<file path="src/rtl/rev_mux_n_pipe.sv">
// rev_mux_n_pipe: 2-stage valid/ready reversible N-way mux (x_out = x_in ^ data[sel], inputs passed through) with net op counter and sticky under/overflow flags
module rev_mux_n_pipe #(
  parameter int W = 12,
  parameter int N = 2,
  parameter int SEL_W = 1,
  parameter int CNT_W = 8
) (
  input  logic             clk,
  input  logic             rst,
  input  logic             in_valid,
  output logic             in_ready,
  input  logic             dir_in,
  input  logic [SEL_W-1:0] sel_in,
  input  logic [N*W-1:0]   data_in,
  input  logic [W-1:0]     x_in,
  output logic             out_valid,
  input  logic             out_ready,
  output logic             dir_out,
  output logic [SEL_W-1:0] sel_out,
  output logic [N*W-1:0]   data_out,
  output logic [W-1:0]     x_out,
  output logic             sel_err,
  output logic [CNT_W-1:0] op_count,
  output logic             underflow,
  output logic             overflow
);
  localparam logic [SEL_W:0] NL = (SEL_W+1)'(N);
  logic             s1_valid, s1_dir, s1_err, ld1, ld2, xfer, err;
  logic [SEL_W-1:0] s1_sel;
  logic [N*W-1:0]   s1_data;
  logic [W-1:0]     s1_x, mux;
  logic [N-1:0]     s1_oh, oh;
  assign ld2 = !out_valid | out_ready;
  assign ld1 = !s1_valid | ld2;
  assign in_ready = !rst & ld1;
  assign xfer = out_valid & out_ready & !sel_err;
  assign err = {1'b0, sel_in} >= NL;
  always_comb begin
    oh = '0;
    for (int k = 0; k < N; k++) oh[k] = sel_in == SEL_W'(k);
  end
  always_comb begin
    mux = '0;
    for (int k = 0; k < N; k++) mux = mux | ({W{s1_oh[k]}} & s1_data[k*W +: W]);
  end
  always_ff @(posedge clk) begin
    if (rst) begin
      s1_valid <= 1'b0;
      s1_dir   <= 1'b0;
      s1_sel   <= '0;
      s1_data  <= '0;
      s1_x     <= '0;
      s1_oh    <= '0;
      s1_err   <= 1'b0;
    end else if (ld1) begin
      s1_valid <= in_valid;
      if (in_valid) begin
        s1_dir  <= dir_in;
        s1_sel  <= sel_in;
        s1_data <= data_in;
        s1_x    <= x_in;
        s1_oh   <= oh;
        s1_err  <= err;
      end
    end
  end
  always_ff @(posedge clk) begin
    if (rst) begin
      out_valid <= 1'b0;
      dir_out   <= 1'b0;
      sel_out   <= '0;
      data_out  <= '0;
      x_out     <= '0;
      sel_err   <= 1'b0;
    end else if (ld2) begin
      out_valid <= s1_valid;
      if (s1_valid) begin
        dir_out  <= s1_dir;
        sel_out  <= s1_sel;
        data_out <= s1_data;
        x_out    <= s1_x ^ mux;
        sel_err  <= s1_err;
      end
    end
  end
  always_ff @(posedge clk) begin
    if (rst) begin
      op_count  <= '0;
      underflow <= 1'b0;
      overflow  <= 1'b0;
    end else if (xfer) begin
      if (!dir_out) begin
        if (&op_count) overflow <= 1'b1;
        else op_count <= op_count + CNT_W'(1);
      end else begin
        if (op_count == '0) underflow <= 1'b1;
        else op_count <= op_count - CNT_W'(1);
      end
    end
  end
endmodule

</file>
<file path="config.mk">
export PLATFORM = sky130hd
export DESIGN_NAME = rev_mux_n_pipe
export DESIGN_NICKNAME = d
export VERILOG_FILES = /design/src/rtl/rev_mux_n_pipe.sv
export SDC_FILE = /design/constraint.sdc
export NUM_CORES = 1
export LEC_CHECK = 0
export BUFFER_PORTS_ARGS = -buffer_cell sky130_fd_sc_hd__clkbuf_2
export CORE_UTILIZATION = 45
export DETAILED_ROUTE_END_ITERATION = 12
export GPL_TIMING_DRIVEN = 0
export PLACE_DENSITY = 0.69
export SLEW_MARGIN = 40
export SYNTH_ARGS = -nofsm -noshare
export SYNTH_HDL_FRONTEND = slang
export SYNTH_SLANG_ARGS = --single-unit
</file>
<file path="constraint.sdc">
create_clock -name clk -period 2.2 [get_ports clk]
set_input_delay 0.44 -clock clk [delete_from_list [all_inputs] [get_ports clk]]
set_output_delay 0.44 -clock clk [all_outputs]
set_load 0.02 [all_outputs]
</file>
Word level (Yosys, flattened, before mapping)
Cells that the tools add are included.
{"block": "op_classes", "n_eq_ne": 2, "muxes": 3, "bitwise_logic": 10, "addsub": 2, "reduce_logical": 10}
{"op": "12-bit bitwise AND", "n": 2}
{"op": "8-bit 2-to-1 mux", "n": 3}
{"op": "12-bit bitwise OR", "n": 1}
{"op": "12-bit bitwise XOR", "n": 1}
{"op": "10-bit AND reduction", "n": 1}
{"op": "8-bit by 1-bit adder with 8-bit output (second input constant)", "n": 1}
{"op": "8-bit logical NOT", "n": 1}
{"op": "8-bit AND reduction", "n": 1}
{"op": "8-bit by 1-bit subtractor with 8-bit output (second input constant)", "n": 1}
{"op": "3-bit AND reduction", "n": 2}
{"op": "2-bit inequality test (second input constant)", "n": 2}
{"op": "2-bit AND reduction", "n": 2}
{"op": "1-bit logical NOT", "n": 3}
{"op": "1-bit bitwise AND", "n": 2}
{"op": "1-bit NOT", "n": 2}
{"op": "1-bit bitwise OR", "n": 2}
{"block": "word_totals", "reg_bits": 90}

Depth between registers and ports, before layout
{"block": "depth", "word_depth": 4, "ltp_mapped": 7}

Worst setup path after synthesis
No wires, ideal clock.
{"block": "synth_timing", "path_type": "reg-to-reg", "start": "register dir_out", "end": "register op_count[7]", "setup_ns": 0.123, "path_buffers": 0, "arrival_ns": 2.064, "stages_incl_launch_ff": 7, "setup_slack_ns": 0.012, "path_cell_list": "dfxtp_1 -> ha_1 -> a211oi_1 -> nor3_1 -> a211oi_1 -> mux2i_1 -> mux2_1"}
{"block": "synth_via", "elab_chain_len": 2}
{"element": "start: declaration", "line_no": "18", "source": "output logic dir_out,"}
{"element": "start signal: assignment", "line_no": "78", "source": "dir_out <= s1_dir;"}
{"element": "2-bit inequality test (no source line)"}
{"element": "3-bit AND reduction (no source line)"}
{"element": "end signal: assignment", "line_no": "94", "source": "else op_count <= op_count + CNT_W'(1);"}
{"element": "end signal: assignment", "line_no": "97", "source": "else op_count <= op_count - CNT_W'(1);"}
{"element": "end: declaration", "line_no": "23", "source": "output logic [CNT_W-1:0] op_count,"}
Several ways; a longest one is shown, not always the timed one.
A chain may end at the register's enable or synchronous reset.

Worst setup path after layout
Same ends and word-level chain as after synthesis.

==> flow_summary.yaml <==
setup_path:
  endpoint_kind: "flop"
  r2r_start: "dir_out"
  crit_start: "dir_out"
  crit_arrival_ns: 2.32
  crit_path_cell_trace: "ha_1, a211oi_2, nor3_1, a211oi_2, mux2i_1, mux2_1"
  crit_path_end: "op_count[7]"
  critical_path.slowest_cell: "dfxtp_4"
  cp_slowest_stage_delay_ns: 0.40
  r2r_cells: 6
  critPathRequiredTime_ns: 2.45
  reg2reg_slack_ns: 0.13
  critPathLaunchType: "flop"
  path_max_fanout: 12
  crit_top_cell: "a211oi_2"
  regToRegEndpoint: "op_count[7]"
  critPathKind: "flop to flop"
final_layout:
  seq_area_sq_um: 1790
  antenna_cells: 0
  layout-drive-gt1-share_pct: 21.2
  multiInputGateArea_sq_um: 1720
  nFillCells: 769
  nNetsFinal: 609
  area_growth_pct: 22.7
timing:
  min_period_ns: 2.07
  rsz0062_at_grt: "false"
  final_max_slew_viol_count: 0
  clock_skew_ns: 0.00870
  worstMarginPinSlew_ns: 0.721
  finalSetupTns_ns: 0
  timing.fmax_mhz: 482
  finalHoldViolCount: 0
  min_period_over_period_pct: 94.2
  setup_viol: 0
  slew_headroom_pct: 51.6
logic_synthesis:
  synth_top_area_cell: "dfxtp_1"
  seq_area_frac_synth_pct: 49.0
  yosys-top-cells-area: "dfxtp_1, nand2_1, a21oi_1, xnor2_1, a22oi_1"
  syn_nets: 507
  ys_types: 37
  ys_ff_latch: 89
  syn-cell-area_sq_um: 3640
  syn_inst: 458
  avgSynthCellArea_sq_um: 7.94
  synth_top_area_share_pct: 49.0
  ys.warnings.count: 0
global_routing:
  grt_pass1_wl_um: 15400
  globalRouteOverflowTotal: 0
  grtUsageTotal_pct: 23.2
  antenna_found_initial: 0
  grt_max_degree: 17
  grt_pass1_vias: 3189
power_and_ir_drop:
  p_sw_share_pct: 26.6
  seq_power_share_pct: 51.8
  p_total_mw: 3.34
  power_density_nw_per_um2: 749
  p_leak_nw: 1.81
  p_sw_mw: 0.889
  ir_drop_mv: 0.355
  pwr-share-comb_pct: 10.0
  p_clk_share_pct: 38.2
  p_int_mw: 2.45
run:
  drv_cap: 0
routing:
  firstDrtPassIters: 4
  via_per_inst: 5.10
  vias: 3402
  drtIter0Drc: 131
  wl_per_cell_um: 14.1
  ant_nets: 0
  drc: 0
  wl_um: 9420
clocking:
  root_buffer: "clkbuf_8"
  clock_latency_ns: 0.36
  cts_tree: "done"
  cts_inserted_buffers: 9
  cts_htree_levels: 3
  cts.clk_slew.worst_paths_ns: 0.09
  cts.sinks: 89
  clk_path_buf_depth: 2
worst_hold_path:
  hold_class: "primary input to flop"
  hold_depth: 2
place:
  portBuffers: 91
  hpwlAfterDp_um: 7210
  gp_congestion: 0.812
status:
  status: "finished clean"
floorplanning:
  core_sq_um: 7770
  die_h_um: 91.9
  initial_core_util_pct: 46.8
  rows: 32
  dieArea_sq_um: 8450
  die_w_um: 91.9
  boundaryPins: 93
timing repair:
item,CTS,global route
hold buffers,0,0
setup endpoints to repair,1,2
gates resized for setup,2,6
buffers inserted,0,0
sequential cells by signal, summed over array words and instances (netlist names):
name,flops
data_out,24
dir_out,1
op_count,8
out_valid,1
overflow,1
s1_data,24
s1_dir,1
s1_oh,1
s1_sel,1
s1_valid,1
s1_x,12
sel_out,1
underflow,1
x_out,12
metal layers:
| layer | share of wire [%] | wire (um) | global-route usage, % |
|---|---|---|---|
| met2 | 46 | 4370 | 37.7 |
| met5 | 0 | 0 | 0 |
| met4 | 1.5 | 142 | 7.55 |
| met3 | 5.1 | 484 | 4.64 |
| met1 | 47 | 4420 | 30.9 |
stage by stage:
| step | utilization (%) | setup WS, ns | area (sq um) | instances | hold slack [ns] |
|---|---|---|---|---|---|
| global placement | 54.3 | -0.121 | 4220 | 651 | 0.440 |
| global route | 57.4 | 0.0236 | 4460 | 667 | 0.276 |
| detailed placement | 54.3 | -0.169 | 4220 | 651 | 0.446 |
| floorplan | - | 0.0125 | 3640 | 458 | 0.432 |
| CTS | 57.3 | 0.0519 | 4450 | 667 | 0.279 |
| finish | 57.4 | 0.127 | 4460 | 667 | 0.289 |
how the worst min path moves through the flow:
stage / start / end / slack (ns)
after floorplan: s1_dir / dir_out / 0.43
after global placement: s1_dir / dir_out / 0.44
after detailed placement: x_out[9] / x_out[9] / 0.45
after CTS: sel_in / s1_oh[0] / 0.28
after global routing: sel_in / s1_oh[0] / 0.28
final: sel_in / s1_oh[0] / 0.29
power groups by stage:
| stage | clock network [mW] | logic (mW) | registers (mW) |
|---|---|---|---|
| 6_report | 1.28 | 0.335 | 1.73 |
| 3_5_place_dp | 0 | 0.334 | 1.77 |
| 2_1_floorplan | 0 | 0.189 | 1.78 |
| 5_1_grt | 1.34 | 0.373 | 1.74 |
| 4_1_cts | 1.29 | 0.335 | 1.73 |
| 3_3_place_gp | 0 | 0.328 | 1.76 |
cell usage after synthesis, drive strengths merged:
master  number
nor3b        1
o22ai        1
nor2b        4
and2         1
or3b         1
nand2b       4
clkbuf      23
o21a         1
a21o         1
xnor2       16
ha           6
or4          1
nor3         7
buf          7
nor2        13
nand3b       2
nand4        1
a21oi       82
fa           1
nand2      156
a31oi        3
o2111a       1
o21bai       1
mux2i        3
a211oi       6
conb         1
inv          6
o21ai        4
dfxtp       89
mux2         1
a22oi       12
nor4         1
nand3        1
final cells by class:
type                       count  share of cell area [%]
buffer                        30                    2.69
clock buffer                   9                    2.78
clock inverter                 7                    2.27
inverter                       6                   0.505
multi-input combinational    333                    38.6
sequential                    89                    40.0
tap                          102                    2.86
timing repair buffer          91                    10.2
worst max-delay path: cells and delay by family, from the launching register on:
kind	cells	cell delay, ns
and+or+nand+nor	1	0.11
AOI/OAI and AO/OA	2	0.53
muxes	2	0.58
DFF	1	0.40
adders and majority gates	1	0.34
cell families after synthesis:
| group | after synthesis | share of synthesized area (%) |
|---|---|---|
| XOR/XNOR | 16 | 3.85 |
| other | 1 | 0.103 |
| flip-flops | 89 | 49.0 |
| AND/OR/NAND/NOR | 193 | 22.2 |
| multiplexers | 4 | 1.14 |
| AO/OA/AOI/OAI | 112 | 17.3 |
| adder cells (fa/ha/maj) | 7 | 2.61 |
| buffers and inverters | 36 | 3.89 |
cells in the final DEF, fill, tap and decap left out, types with 2 or more instances in the layout:
cell type  synthesis  layout
nand2b_1           4       4
a21oi_1           81      81
inv_6              0       2
nand3b_1           2       2
dfxtp_1           89      87
buf_2              2       2
clkbuf_2           0      92
o21ai_0            4       3
a211oi_2           0       2
a31oi_1            3       3
nor3_1             6       6
nor2_1            13      13
a22oi_1           12      12
clkbuf_8           0       9
mux2i_1            3       3
buf_1              4       4
ha_1               6       6
clkbuf_1          23      22
inv_1              6       6
nand2_1          156     156
bufinv_16          0       2
xnor2_1           16      16
a211oi_1           6       4
nor2b_1            4       4
No activity file was read; power rests on OpenSTA's default activity.
